===== src/rtl/fir_pkg.sv =====
// Shared definitions for the FIR tap sequencer slice.
// Holds the default geometry of the tap-delay regfile and the sequencer
// state encoding.
package fir_pkg;

  localparam int DEPTH  = 64;  // regfile entries / circular buffer size
  localparam int WIDTH  = 16;  // signed sample width
  localparam int ADDR_W = 6;   // regfile address width, DEPTH == 2**ADDR_W
  localparam int NTAPS  = 64;  // taps read per frame, 1..DEPTH

  typedef enum logic [1:0] {
    IDLE  = 2'd0,
    WRITE = 2'd1,
    READ  = 2'd2,
    DRAIN = 2'd3
  } state_t;

endpackage


===== src/rtl/fir_tap_sequencer.sv =====
// fir_tap_sequencer
// Accepts one sample per frame, writes it into the tap-delay regfile as a
// circular buffer, then reads NTAPS entries newest-first and streams them
// (with tap index and last flag) to the MAC.
//
// Ports:
//   clk2       sole clock, rising edge
//   rst        synchronous active-high reset
//   flush      synchronous history clear (same effect as rst)
//   s_valid    input sample valid
//   s_ready    sequencer can accept a sample
//   s_data     input sample
//   rf_wen     regfile write enable
//   rf_waddr   regfile write address
//   rf_din     regfile write data
//   rf_ren     regfile read enable
//   rf_raddr   regfile read address
//   rf_dout    regfile registered read data (1-cycle latency)
//   m_valid    tap sample valid (no backpressure)
//   m_data     tap sample, 0 for taps not yet filled
//   m_tap      tap index, 0 = newest
//   m_last     high with m_valid on tap NTAPS-1
module fir_tap_sequencer #(
  parameter int DEPTH  = fir_pkg::DEPTH,
  parameter int WIDTH  = fir_pkg::WIDTH,
  parameter int ADDR_W = fir_pkg::ADDR_W,
  parameter int NTAPS  = fir_pkg::NTAPS
) (
  input  logic              clk2,
  input  logic              rst,
  input  logic              flush,
  input  logic              s_valid,
  output logic              s_ready,
  input  logic [WIDTH-1:0]  s_data,
  output logic              rf_wen,
  output logic [ADDR_W-1:0] rf_waddr,
  output logic [WIDTH-1:0]  rf_din,
  output logic              rf_ren,
  output logic [ADDR_W-1:0] rf_raddr,
  input  logic [WIDTH-1:0]  rf_dout,
  output logic              m_valid,
  output logic [WIDTH-1:0]  m_data,
  output logic [ADDR_W-1:0] m_tap,
  output logic              m_last
);
  import fir_pkg::*;

  localparam int                FILL_W    = ADDR_W + 1;
  localparam logic [ADDR_W-1:0] LAST_K    = ADDR_W'(NTAPS - 1);
  localparam logic [ADDR_W-1:0] LAST_ADDR = ADDR_W'(DEPTH - 1);
  localparam logic [FILL_W-1:0] FILL_MAX  = FILL_W'(NTAPS);

  state_t              state, state_n;
  logic [ADDR_W-1:0]   wptr, wptr_n;
  logic [ADDR_W-1:0]   k, k_n;
  logic [FILL_W-1:0]   fill, fill_n;
  logic [WIDTH-1:0]    sample, sample_n;
  logic                tap_ok;

  always_comb begin
    state_n  = state;
    wptr_n   = wptr;
    k_n      = k;
    fill_n   = fill;
    sample_n = sample;
    case (state)
      IDLE: begin
        if (s_valid && s_ready) begin
          sample_n = s_data;
          state_n  = WRITE;
        end
      end
      WRITE: begin
        fill_n  = (fill == FILL_MAX) ? fill : fill + 1'b1;
        k_n     = '0;
        state_n = READ;
      end
      READ: begin
        if (k == LAST_K) state_n = DRAIN;
        else             k_n     = k + 1'b1;
      end
      DRAIN: begin
        wptr_n  = (wptr == LAST_ADDR) ? '0 : wptr + 1'b1;
        state_n = IDLE;
      end
      default: state_n = IDLE;
    endcase
  end

  // Outputs are registered from the next-state values so they line up with
  // the state they describe. The m_* stage is the read request delayed one
  // cycle, matching the regfile's registered dout.
  always_ff @(posedge clk2) begin
    if (rst || flush) begin
      state    <= IDLE;
      wptr     <= '0;
      k        <= '0;
      fill     <= '0;
      sample   <= '0;
      s_ready  <= 1'b0;
      rf_wen   <= 1'b0;
      rf_waddr <= '0;
      rf_din   <= '0;
      rf_ren   <= 1'b0;
      rf_raddr <= '0;
      m_valid  <= 1'b0;
      m_tap    <= '0;
      m_last   <= 1'b0;
      tap_ok   <= 1'b0;
    end else begin
      state    <= state_n;
      wptr     <= wptr_n;
      k        <= k_n;
      fill     <= fill_n;
      sample   <= sample_n;
      s_ready  <= (state_n == IDLE);
      rf_wen   <= (state_n == WRITE);
      rf_waddr <= wptr_n;
      rf_din   <= sample_n;
      rf_ren   <= (state_n == READ);
      rf_raddr <= wptr_n - k_n;
      m_valid  <= rf_ren;
      m_tap    <= k;
      m_last   <= rf_ren && (k == LAST_K);
      tap_ok   <= rf_ren && ({1'b0, k} < fill);
    end
  end

  // rf_dout is already a register; the mask select is registered alongside
  // m_valid, so m_data adds only a mux after the regfile output.
  always_comb begin
    m_data = tap_ok ? rf_dout : '0;
  end

endmodule


===== config.mk =====
export PLATFORM = sky130hd
export DESIGN_NAME = fir_tap_sequencer
export DESIGN_NICKNAME = d
export VERILOG_FILES = /design/src/rtl/fir_pkg.sv /design/src/rtl/fir_tap_sequencer.sv
export SDC_FILE = /design/constraint.sdc
export NUM_CORES = 1
export LEC_CHECK = 0
export ABC_AREA = 0
export BUFFER_PORTS_ARGS = -buffer_cell sky130_fd_sc_hd__buf_2
export CORE_AREA = 2 2 75 77
export CTS_CLUSTER_SIZE = 12
export DETAILED_ROUTE_END_ITERATION = 16
export DIE_AREA = 0 0 77 79
export GPL_TIMING_DRIVEN = 0
export PLACE_DENSITY = 0.86
export SYNTH_ARGS = -nofsm -noshare
export SYNTH_HDL_FRONTEND = slang
export SYNTH_SLANG_ARGS = --single-unit

===== constraint.sdc =====
create_clock -name clk2 -period 3.8 [get_ports clk2]
set_input_delay 0.57 -clock clk2 [delete_from_list [all_inputs] [get_ports clk2]]
set_output_delay 0.57 -clock clk2 [all_outputs]
set_load 0.01 [all_outputs]

---- Word-level counts from Yosys, hierarchy flattened ----
Index checks and enable logic that the tools add are counted.
W data, S select, Z words.
storage, ports and cells
  flip-flop bits (word level) ............. 55
  word-level logic and storage cells ...... 43
cells by class
  add/subtract/negate cells ............... 4
  magnitude comparators ................... 1
  equal/unequal tests ..................... 8
  multiplexer cells ....................... 8
  bitwise gates (word level) .............. 1
  reductions and logical operators ........ 8
operator list
  kind                   number
  $mux W6                3
  $mux W16               1
  $add A6 B1 Y6 const B  2
  $eq A6 B6 Y1 const B   2
  $pmux W6 S2            1
  $pmux W2 S4            1
  $add A7 B1 Y7 const B  1
  $eq A7 B7 Y1 const B   1
  $lt A6 B7 Y1           1
  $eq A2 B2 Y1 const B   3
  $sub A6 B6 Y6          1
  $eq A2 B1 Y1 const B   2
  $logic_not A2 Y1       2
  $mux W2                2
  $reduce_and A2 Y1      2
  $logic_and A1 B1 Y1    3
  $logic_or A1 B1 Y1     1
  $not A1 Y1             1

---- Logic depth before layout (Yosys ltp) ----
  depth after elaboration ................. 4
  depth in mapped cells ................... 13

---- Least setup slack after synthesis ----
OpenSTA, ideal clock, no wires.
  path kind ............................... register to register
  start point ............................. reg state[0]
  end point ............................... reg rf_raddr[4]
  setup time .............................. 0.128 ns
  data arrival time ....................... 2.589 ns
  required time ........................... 3.672 ns
  path slack .............................. 1.083 ns
  cell stages (with the launch flop) ...... 14
  buffers on the path ..................... 1
  clock period less this slack ............ 2.717 ns
  cells stage by stage .................... dfxtp_1 -> inv_1 -> ha_1 -> clkbuf_1 -> inv_1 -> nor3_1 -> mux2_2 -> ha_1 -> inv_1 -> fa_1 -> a21o_1 -> a21oi_1 -> xor2_1 -> nor2_1
between the ends
  longest elaborated chain between the ends .. 3
  elaborated cells between the ends (all ways) .. 6
  those cells by class .................... add/sub (1); eq/ne (3); mux (2)
RTL lines
  what                                          RTL line                  RTL
  start, declared                               fir_tap_sequencer.sv:53   state_t state, state_n;
  start signal, assigned                        fir_tap_sequencer.sv:111  state <= state_n;
  $eq A2 B2 Y1 or $eq A2 B1 Y1 (tied branches)  fir_tap_sequencer.sv:66   case (state)
  $pmux W6 S2 *                                 fir_tap_sequencer.sv:66
  net k_n[0]                                    fir_tap_sequencer.sv:55   logic [ADDR_W-1:0] k, k_n;
  $sub A6 B6 Y6 *                               fir_tap_sequencer.sv:121  rf_raddr <= wptr_n - k_n;
  end signal, assigned                          fir_tap_sequencer.sv:121
  end, declared                                 fir_tap_sequencer.sv:39   output logic [ADDR_W-1:0] rf_raddr,
Mark *: on every way through the listed nets, which the timed path passes. The rest lies on a longest branch.
A chain may end at the register's enable or synchronous reset.

---- Worst setup path after layout ----
  start point ............................. reg state[0]
  end point ............................... reg rf_raddr[5]
between the ends
  longest elaborated chain between the ends .. 3
  elaborated cells between the ends (all ways) .. 6
  those cells by class .................... add/sub (1); eq/ne (3); mux (2)
RTL lines
  what                                          RTL line
  $eq A2 B2 Y1 or $eq A2 B1 Y1 (tied branches)  fir_tap_sequencer.sv:66
  $pmux W6 S2 or $mux W6 (tied branches)        fir_tap_sequencer.sv:66
  $sub A6 B6 Y6 *                               fir_tap_sequencer.sv:121
Mark *: on every way between the ends. The rest lies on a longest branch, timed or not.

==> flow_metrics.tcl <==
set metrics [dict create \
    post_route_cells_drive_above_1_share 0.266 \
    wl_um 5560 \
    avgViaCountPerCell 4.96 \
    timing_worst_slew_pin_value_ns 0.548 \
    timing.critical_path.required_ns 4.04 \
    irDropWorstVdd_mv 0.171 \
    antenna_found_initial 0 \
    cts-hold-fix-buffers 0 \
    post_synthesis_cell_count 287 \
    globalplace.congestion 0.835 \
    yosysSeqAreaShare 0.441 \
    cts-root-to-sink-buffers 2 \
    synthesis.yosys.warnings 0 \
    layout-area-overhead-vs-synth_pct 25.9 \
    critPathSlowestCell "dfxtp_1" \
    final-hold-violation-count 0 \
    placeableCoreArea_sq_um 5340 \
    tritoncts.num_buffers 5 \
    antenna-diode-count 0 \
    yosys.cell_types.count 39 \
    postSynthNetCount 343 \
    fp.dieArea_sq_um 6080 \
    post-synth-top-area-fraction 0.441 \
    clk_root_buffer_cell "clkbuf_8" \
    final_area_sq_um 3150 \
    setup.worst_path.end_class "register" \
    grtUsageTotal 0.179 \
    max_freq_mhz 321 \
    cellLeakagePower_nw 1.46 \
    crit_family "compound AO/OA/AOI/OAI gates" \
    number_of_global_route_vias_before_repair 2020 \
    detail_route.drc_violations 0 \
    die_outline_width_um 77 \
    timing.setup.critical_path_class "register to register" \
    skew_ns 0.00805 \
    top_level_ports 91 \
    cts_sinks 55 \
    min_period_ns 3.11 \
    fillers 484 \
    syn-mean-instance-area_sq_um 8.71 \
    number_of_violations_of_the_max_capacitance_limit 0 \
    sort_of_element_at_the_start_of_the_critical_path "register" \
    path_cells "inv_1 > ha_1 > clkbuf_1 > inv_1 > nor3_1 > a22oi_1 > ha_1 > nor2b_1 > o31a_1 > o21ai_0 > nand3_1 > mux2i_1" \
    start_util 0.468 \
    rsz0062_at_grt "no" \
    report.final.setup_viol 0 \
    cts.reportedPaths.clkPinSlew_ns 0.09 \
    pin_count_of_the_biggest_net_entering_global_routing 17 \
    core.rowCount 27 \
    synth.largest_area_cell "dfxtp_1" \
    fin_nets 440 \
    number_of_synthesized_register_bits 55 \
    timing.critical_path.fanout_max 10 \
    crit_arrival_ns 3.35 \
    slew_violations 0 \
    clk-insertion-delay-late_ns 0.30 \
    placed_cell_area_sq_um 3040 \
    final.period_utilization 0.820 \
    clock_tree.htree_level_count 2 \
    power.density_cell_area_nw_per_um2 320 \
    largest_incremental_delay_on_the_critical_path_ns 0.39 \
    route.detailed.wl_per_inst_um 12.2 \
    grt.overflow.total 0 \
    cts_setup_buffers 0 \
    tritoncts "done" \
    routed-via-count 2260 \
    antenna_violating_nets_post_route 0 \
    timing.critical_path.buf_inv 3 \
    post_cts.resized_instances 0 \
    setup_total_negative_slack_ns 0 \
    drt_first_iter_violations 57 \
    die_y_um 79 \
    dp_hpwl_um 4410 \
    syn_area_sq_um 2500 \
    drt_pre_antenna_iters 4 \
    relSlewSlack 0.633 \
    grt_first_pass_wirelength_um 8840 \
    port-buffer-count 90 \
    worstHoldPathType "register to register" \
    ys_top_cells_by_area "dfxtp_1 (44%), ha_1 (9.5%), and2_1 (8.0%)" \
    status "finished clean" \
]
==> stage by stage <==
step                setup slack, ns  power [W]  hold WS [ns]   util  std cells
CTS                           0.700    0.00102         0.461  0.589        456
floorplan                      1.08   0.000619         0.479      -        287
detailed placement            0.737   0.000647         0.446  0.569        449
global placement              0.822   0.000646         0.439  0.569        449
finish                        0.685    0.00101         0.456  0.589        456
global route                  0.470    0.00104         0.483  0.589        456
==> cell usage after synthesis, drive strengths merged <==
cell / number
a22oi: 1
and3: 6
a41o: 1
o21ai: 10
ha: 19
a21o: 7
a221oi: 1
or4: 1
inv: 16
nand2: 42
mux2i: 2
o21a: 1
o22ai: 1
buf: 2
a21oi: 22
nor2: 21
nand2b: 1
a211oi: 2
or3: 1
xor2: 2
nand4: 3
fa: 1
o31a: 1
clkbuf: 8
nand3: 6
nor2b: 2
and2: 32
nand4b: 1
and3b: 1
or2: 1
a31oi: 3
mux2: 2
dfxtp: 55
nor3: 3
xnor2: 9
==> power by group <==
group	total, W	switching (W)	internal [W]
Combinational	0.0000511	0.0000285	0.0000225
Sequential	0.000582	0.00000229	0.000580
Clock	0.000372	0.000179	0.000193
==> layout make-up <==
class	count	area, sq um	share of cell area
Multi-Input combinational cell	206	1300	0.413
Tap cell	72	90.1	0.0286
Clock inverter	2	37.5	0.0119
Inverter	16	60.1	0.0191
Sequential cell	55	1100	0.350
Buffer	10	37.5	0.0119
Timing Repair Buffer	90	450	0.143
Clock buffer	5	68.8	0.0219
==> cells in the final DEF, fill, tap and decap left out, drive strengths merged, types with 10 or more instances in the layout <==
cell type / instances
o21ai: 10
buf: 92
ha: 19
clkbuf: 13
nand2: 42
dfxtp: 55
nor2: 21
a21oi: 22
inv: 16
and2: 32
==> routing by layer <==
metal	track usage	wire, um	vias up
met2	0.339	2750	93
met3	0.0455	445	7
li1	-	-	1144
met1	0.197	2290	1016
met4	0.0536	65	0
met5	0	0	-
==> state kept, by name (all words and copies together), names as in the netlist <==
name,cells
rf_wen,1
rf_ren,1
tap_ok,1
m_tap,6
fill,7
sample,16
m_last,1
m_valid,1
wptr,6
rf_raddr,6
k,6
state,2
s_ready,1
==> cell families (layout without fill, tap and decap cells) <==
family	count (synthesis)	in the layout	share of synthesized area
XOR/XNOR	11	11	0.0386
AND/OR/NAND/NOR	121	121	0.240
buffers and inverters	26	123	0.0391
multiplexers	4	4	0.0170
adder cells (fa/ha/maj)	20	20	0.103
AO/OA/AOI/OAI	50	50	0.122
flip-flops	55	55	0.441
==> worst paths after layout <==
check                  start           to  slack, ns  depth (start not counted)
setup / recovery    state[0]  rf_raddr[5]       0.69                         12
hold / removal    sample[12]   sample[12]       0.46                          2
setup reg to reg    state[0]  rf_raddr[5]       0.69                         12
hold reg to reg   sample[12]   sample[12]       0.46                          2
==> tightest hold or removal path: stages, from the launching register on <==
cell	delay [ns]
dfxtp_1	0.31
nand2_1	0.05
a21oi_1	0.05
Note: power is estimated with default switching activity, not from simulation.
